### src/rtl/output_port_packetizer.sv
// Transmit end of a BFT leaf link: stamps user payload words with destination and a
// sequential receiver address, and meters them out against the receiver's buffer credits.
module output_port_packetizer #(
    parameter int PACKET_BITS           = 97,
    parameter int NUM_LEAF_BITS         = 6,
    parameter int NUM_PORT_BITS         = 4,
    parameter int NUM_ADDR_BITS         = 7,
    parameter int PAYLOAD_BITS          = 64,
    parameter int FREESPACE_UPDATE_SIZE = 64
) (
    input  logic                     clk_user,
    input  logic                     reset,
    input  logic [NUM_LEAF_BITS-1:0] dst_leaf,
    input  logic [NUM_PORT_BITS-1:0] dst_port,
    input  logic [PAYLOAD_BITS-1:0]  din_user,
    input  logic                     vld_user,
    output logic                     ack2user,
    input  logic                     freespace_update,
    output logic [PACKET_BITS-1:0]   packet_out,
    input  logic                     ready_in,
    output logic [NUM_ADDR_BITS:0]   credit_cnt,
    output logic                     credit_err
);

    localparam int CW      = NUM_ADDR_BITS + 1;
    localparam int PAD     = PACKET_BITS - 1 - NUM_LEAF_BITS - NUM_PORT_BITS - NUM_ADDR_BITS - PAYLOAD_BITS;
    localparam int SUM_W   = CW + 1;

    localparam logic [CW-1:0]          DEPTH_C  = CW'(2**NUM_ADDR_BITS);
    localparam logic [SUM_W-1:0]       DEPTH_S  = SUM_W'(2**NUM_ADDR_BITS);
    localparam logic [SUM_W-1:0]       UPD_INC  = SUM_W'(FREESPACE_UPDATE_SIZE);
    localparam logic [SUM_W-1:0]       SUM_ONE  = SUM_W'(1);
    localparam logic [NUM_ADDR_BITS-1:0] ADDR_ONE = NUM_ADDR_BITS'(1);

    logic [PACKET_BITS-1:0]   r_packet;
    logic [NUM_ADDR_BITS-1:0] r_addr;
    logic [CW-1:0]            r_credit;
    logic                     r_err;

    logic                     w_slot_free;
    logic                     w_ack;
    logic [SUM_W-1:0]         w_credit_sum;

    // The output slot can be refilled in the same cycle the downstream takes it.
    assign w_slot_free = ~r_packet[PACKET_BITS-1] | ready_in;
    assign w_ack       = vld_user & (r_credit != '0) & w_slot_free & ~reset;

    always_comb begin
        w_credit_sum = {1'b0, r_credit};
        if (freespace_update) w_credit_sum = w_credit_sum + UPD_INC;
        if (w_ack)            w_credit_sum = w_credit_sum - SUM_ONE;
    end

    always_ff @(posedge clk_user) begin
        if (reset) begin
            r_packet <= '0;
            r_addr   <= '0;
            r_credit <= DEPTH_C;
            r_err    <= 1'b0;
        end else begin
            if (w_ack) begin
                r_packet <= {1'b1, dst_leaf, dst_port, {PAD{1'b0}}, r_addr, din_user};
                r_addr   <= r_addr + ADDR_ONE;
            end else if (ready_in) begin
                r_packet[PACKET_BITS-1] <= 1'b0;
            end

            // More credit than buffer slots means the receiver over-reported; clamp and flag.
            if (w_credit_sum > DEPTH_S) begin
                r_credit <= DEPTH_C;
                r_err    <= 1'b1;
            end else begin
                r_credit <= w_credit_sum[CW-1:0];
            end
        end
    end

    assign ack2user   = w_ack;
    assign packet_out = r_packet;
    assign credit_cnt = r_credit;
    assign credit_err = r_err;

endmodule
### config.mk
export PLATFORM = sky130hd
export DESIGN_NAME = output_port_packetizer
export DESIGN_NICKNAME = d
export VERILOG_FILES = /design/src/rtl/output_port_packetizer.sv
export SDC_FILE = /design/constraint.sdc
export NUM_CORES = 1
export LEC_CHECK = 0
export BUFFER_PORTS_ARGS = -buffer_cell sky130_fd_sc_hd__buf_2
export CORE_AREA = 2 2 92 94
export CTS_CLUSTER_DIAMETER = 30
export DETAILED_ROUTE_END_ITERATION = 12
export DIE_AREA = 0 0 94 96
export PLACE_DENSITY = 0.89
export SLEW_MARGIN = 20
export SYNTH_ARGS = -nofsm -noshare
export SYNTH_HDL_FRONTEND = slang
export SYNTH_SLANG_ARGS = --single-unit
### constraint.sdc
create_clock -name clk_user -period 3.93 [get_ports clk_user]
set_input_delay 0.1965 -clock clk_user [delete_from_list [all_inputs] [get_ports clk_user]]
set_output_delay 0.1965 -clock clk_user [all_outputs]
set_load 0.03 [all_outputs]
**Word level (Yosys, flattened, before mapping)**

Index checks and enable logic that the tools add are counted.
Widths: inputs -> output; s select.

- Register bits: 98
- Bits of input ports: 79
- Output and inout bits: 107
- Logic and storage cells: 22

- $add $sub $neg: 3
- $lt $le $gt $ge: 1
- Muxes and demuxes: 4
- Bitwise gates (word level): 6
- Reduce and logical (&&, ||, !) cells: 3

Operators by type and width:

| kind | number |
|---|---|
| $mux 9 | 2 |
| $add 8x7->9 const B | 1 |
| $gt 9x8->1 const B | 1 |
| $sub 9x1->9 const B | 1 |
| $reduce_bool 8->1 | 1 |
| $add 7x1->7 const B | 1 |
| $and 1x1->1 | 3 |
| $mux 1 | 2 |
| $not 1->1 | 2 |
| $reduce_bool 2->1 | 1 |
| $reduce_or 2->1 | 1 |
| $or 1x1->1 | 1 |

**Longest topological paths before layout**

- Word-level depth: 7
- Mapped depth: 11
- Depth with buffers taken out: 10

**Worst setup path after synthesis**

Ideal clock, no wire load.

- Path type: reg-to-reg
- Start: register r_credit[0], in the netlist credit_cnt[0]
- End: register r_packet[32], in the netlist packet_out[32]
- Setup time: 0.071 ns
- Data arrival time: 2.464 ns
- Required time: 3.859 ns
- Path slack: 1.395 ns
- Cell stages (with the launch flop): 11
- Buffers on the path: 2
- Clock period less this slack: 2.535 ns
- Cell sequence: dfxtp_1 inv_1 ha_1 and2_0 and2_2 or3_1 buf_2 inv_2 clkbuf_1 nand2_1 a21oi_1

- Word-level cells in the longest chain between the ends: 4

RTL lines:

| element | line | RTL |
|---|---|---|
| from (decl) | 37 | `logic [CW-1:0] r_credit;` |
| from (signal assigned) | 73 | `r_credit <= w_credit_sum[CW-1:0];` |
| $reduce_bool 8->1 | 46 | `assign w_ack = vld_user & (r_credit != '0) & w_slot_free & ~reset;` |
| $and 1x1->1 (3 in a row) | 46 |  |
| named net ack2user | 17 | `output logic ack2user,` |
| to (signal assigned) | 62 | `r_packet <= {1'b1, dst_leaf, dst_port, {PAD{1'b0}}, r_addr, din_user};` |
| to (decl) | 35 | `logic [PACKET_BITS-1:0] r_packet;` |

The timed path passes the listed nets, and every way through them passes these cells.
A chain may end at the register's enable or synchronous reset.

**Final worst setup path**

- Start: register r_credit[0], in the netlist credit_cnt[0]
- End: output port ack2user

- Word-level cells in the longest chain between the ends: 4

RTL lines:

| element | line |
|---|---|
| $reduce_bool 8->1 | 46 |
| $and 1x1->1 (3 in a row) | 46 |
| to (decl) | 17 |

No other way between the ends.

==> out/qor.csv <==
stage;metric;value;unit
status;status;finished clean;
global_route;largest net degree at the start of global routing;86;
timing;clock skew;0.0113;ns
power;P_int;1.58;mW
floorplan;Die X;94;µm
setup_path;CP Max Fanout;29;
power;Leakage;2.24;nW
timing;Tcrit/Tclk final;77.6;%
placement;IO Port Bufs;170;
floorplan;# rows;33;
floorplan;initial core utilization;47.6;%
worst_hold_path;hold path endpoint;packet_out[49]$_SDFFE_PP0N_;
timing;final-report setup violation count;0;
finish;Ant. Diodes;0;
timing;final hold vios;0;
detailed_routing;final WL;8.92;mm
detailed_routing;via density per instance;4.87;
setup_path;R2R Setup Slk;1.24;ns
clock_tree;CTS Buf Count;9;
clock_tree;hold-fix buffers at CTS;0;
clock_tree;Clock Path Buffers;2;
setup_path;WS Path Type;reg2out;
clock_tree;Worst-Skew Late Latency;0.35;ns
timing;final slew viol count;0;
clock_tree;CTS tree;built;
logic_synthesis;Yosys reg bits;98;
finish;area grow syn2layout;26.9;%
timing;fmax;328;MHz
logic_synthesis;sequential fraction of the synthesis area;51.2;%
detailed_routing;Pre-Repair DR Iteration Count;4;
clock_tree;postcts setup bufs;0;
floorplan;Core ar.;8050;µm²
power;VDD IR max;0.316;mV
detailed_routing;Iter 0 DRT Violations;99;
detailed_routing;DR vias;3608;
setup_path;cells on worst reg2reg path;9;
clock_tree;CTS Root Buffer Type;clkbuf_8;
placement;Final HPWL DP;6.41;mm
power;Sw Ratio;32.1;%
placement;dpl cells;726;
logic_synthesis;Mapped Area;3830;µm²
clock_tree;Sink Count;98;
timing;RSZ-0062 raised after global routing;no;
setup_path;Worst R2R Start;credit_cnt[0]$_SDFF_PP0_;
power;Net Switching;0.746;mW
timing;relative slew slack;43.8;%
placement;global placer's final weighted congestion;0.882;
setup_path;Startpoint Class;flop;
worst_hold_path;HP Start;din_user[49];
setup_path;terminus of the critical flop-to-flop path;credit_cnt[0]$_SDFF_PP0_;
floorplan;full die area;9020;µm²
finish;share of cells above drive strength 1;31.8;%
timing;setup_tns;0;ns
clock_tree;H-tree Lvls;3;
global_route;GRT Total Usage;19.5;%
logic_synthesis;Synth cell types;39;
setup_path;CP endpoint kind;primary output;
floorplan;I/O pin cnt;186;
floorplan;chip height;96;µm
power;Power Density;479;nW/µm²
power;Gate power share;22.7;%
worst_hold_path;type of the most critical hold path;in2reg;
timing;minimum clock period;3.05;ns
logic_synthesis;syn avg cell area;7.99;µm²
logic_synthesis;Synth warnings;0;
global_route;initial antenna violation count;0;
timing;Slew @ Worst Pin;0.843;ns
detailed_routing;Antenna Nets Post-Route;0;
setup_path;CP Data Arrival Time;2.86;ns
job;MaxCap Viol Count;0;
finish;Final nets;716;
setup_path;Data required, critical path;3.73;ns
global_route;GRT overflow;0;
power;clock power share;30.0;%
global_route;number of global-route vias before repair;3290;
power;Flop pwr share;47.3;%
detailed_routing;DRC viols;0;
worst_hold_path;hold depth;3;
clock_tree;clock slew at reported path FFs;0.10;ns
logic_synthesis;Synth Instances;479;
clock_tree;post_cts resized;0;
finish;Layout Cells excl Fill;741;
global_route;global-route wire length before repair;14.0;mm
detailed_routing;DR WL/cell;12.0;µm
layout make-up:
class,count,area (µm²)
multi-input combinational,342,1640
inverter,7,26.3
clock inverter,6,91.3
timing repair buffer,174,881
clock buffer,9,124
fill,721,3190
tap,105,131
sequential,98,1960
worst max-delay path, cell delays in order, from the launching register on:
cell and delay [ns]:
dfxtp_1 0.40, inv_1 0.08, ha_1 0.19, and2_0 0.18, and2_2 0.21, or3_2 0.51, inv_2 0.30, buf_4 0.36
buf_2 0.26
logic make-up after synthesis:
family	after synthesis	synth area share (%)
AND/OR/NAND/NOR	215	23.9
XOR/XNOR	11	2.52
other	1	0.0979
AO/OA/AOI/OAI	95	13.1
buffers and inverters	53	7.29
flip-flops	98	51.2
multiplexers	1	0.261
adder cells (fa/ha/maj)	5	1.63
per-layer routing:
layer / GRT usage (%) / up-vias / part of all wire, %
li1: - / 1821 / -
met1: 20.9 / 1636 / 40
met2: 36.7 / 137 / 51
met3: 4.70 / 14 / 7.2
met4: 7.49 / 0 / 1.9
met5: 0 / - / 0
cell usage in the layout, fill, tap and decap left out, types with 2 or more instances in the layout:
master / instances
nand2_1: 168
conb_1: 15
nor4_1: 2
clkinvlp_4: 3
buf_2: 170
clkbuf_8: 9
a21oi_1: 86
nand2b_1: 2
bufinv_16: 2
nor2_1: 13
xor2_1: 7
nand3_1: 3
xnor2_1: 4
dfxtp_1: 98
o21ai_0: 4
nand4_1: 5
nor3_1: 4
nor2_2: 4
ha_1: 5
buf_4: 4
or3_1: 2
nor2b_1: 2
inv_1: 6
stage by stage:
step | util [%] | worst slack, ns | power [mW] | hold slack, ns | instance area, µm²
floorplan | - | 1.40 | 1.52 | 0.333 | 3880
global placement | 57.7 | 1.32 | 1.63 | 0.436 | 4640
detailed placement | 57.7 | 1.28 | 1.65 | 0.443 | 4640
CTS | 60.3 | 0.881 | 2.35 | 0.0527 | 4860
global route | 60.3 | 0.699 | 2.44 | 0.0556 | 4860
finish | 60.3 | 0.878 | 2.33 | 0.0665 | 4860
power by group through the flow:
stage	logic (mW)	registers, mW	clock network [mW]
finish	0.528	1.10	0.698
global route	0.577	1.11	0.756
CTS	0.530	1.10	0.718
detailed placement	0.528	1.12	0
global placement	0.515	1.12	0
floorplan	0.266	1.25	0
flip-flops by register name, summed over array words and instances, names as in the netlist:
| register | count |
|---|---|
| credit_cnt | 8 |
| credit_err | 1 |
| packet_out | 82 |
| r_addr | 7 |
worst max path at each step:
| stage | start | to | depth (start not counted) |
|---|---|---|---|
| floorplan | credit_cnt[0]$_SDFF_PP0_ | packet_out[32]$_SDFFE_PP0N_ | 10 |
| global placement | credit_cnt[0]$_SDFF_PP0_ | ack2user | 8 |
| detailed placement | credit_cnt[0]$_SDFF_PP0_ | ack2user | 8 |
| CTS | credit_cnt[0]$_SDFF_PP0_ | ack2user | 8 |
| global route | credit_cnt[0]$_SDFF_PP0_ | ack2user | 8 |
| finish | credit_cnt[0]$_SDFF_PP0_ | ack2user | 8 |
synthesized netlist by cell type (all sizes together):
| cell type | n | area (µm²) |
|---|---|---|
| a21oi | 87 | 439 |
| conb | 1 | 3.75 |
| ha | 5 | 62.6 |
| nand4 | 5 | 31.3 |
| dfxtp | 98 | 1960 |
| or2 | 1 | 6.26 |
| nor2b | 3 | 26.3 |
| and3 | 1 | 6.26 |
| o21ai | 4 | 20.0 |
| nand3 | 3 | 15.0 |
| nor3 | 4 | 20.0 |
| inv | 7 | 26.3 |
| mux2i | 1 | 10.0 |
| or3 | 3 | 18.8 |
| xor2 | 7 | 61.3 |
| buf | 25 | 174 |
| xnor2 | 4 | 35.0 |
| o31a | 1 | 8.76 |
| nor4 | 3 | 33.8 |
| or4 | 1 | 8.76 |
| clkbuf | 21 | 78.8 |
| o41a | 2 | 23.8 |
| and2 | 2 | 13.8 |
| o311a | 1 | 10.0 |
| nor2 | 17 | 73.8 |
| nand2b | 3 | 21.3 |
| nor3b | 1 | 7.51 |
| nand2 | 168 | 631 |
Note: power is estimated with default switching activity, not from simulation.
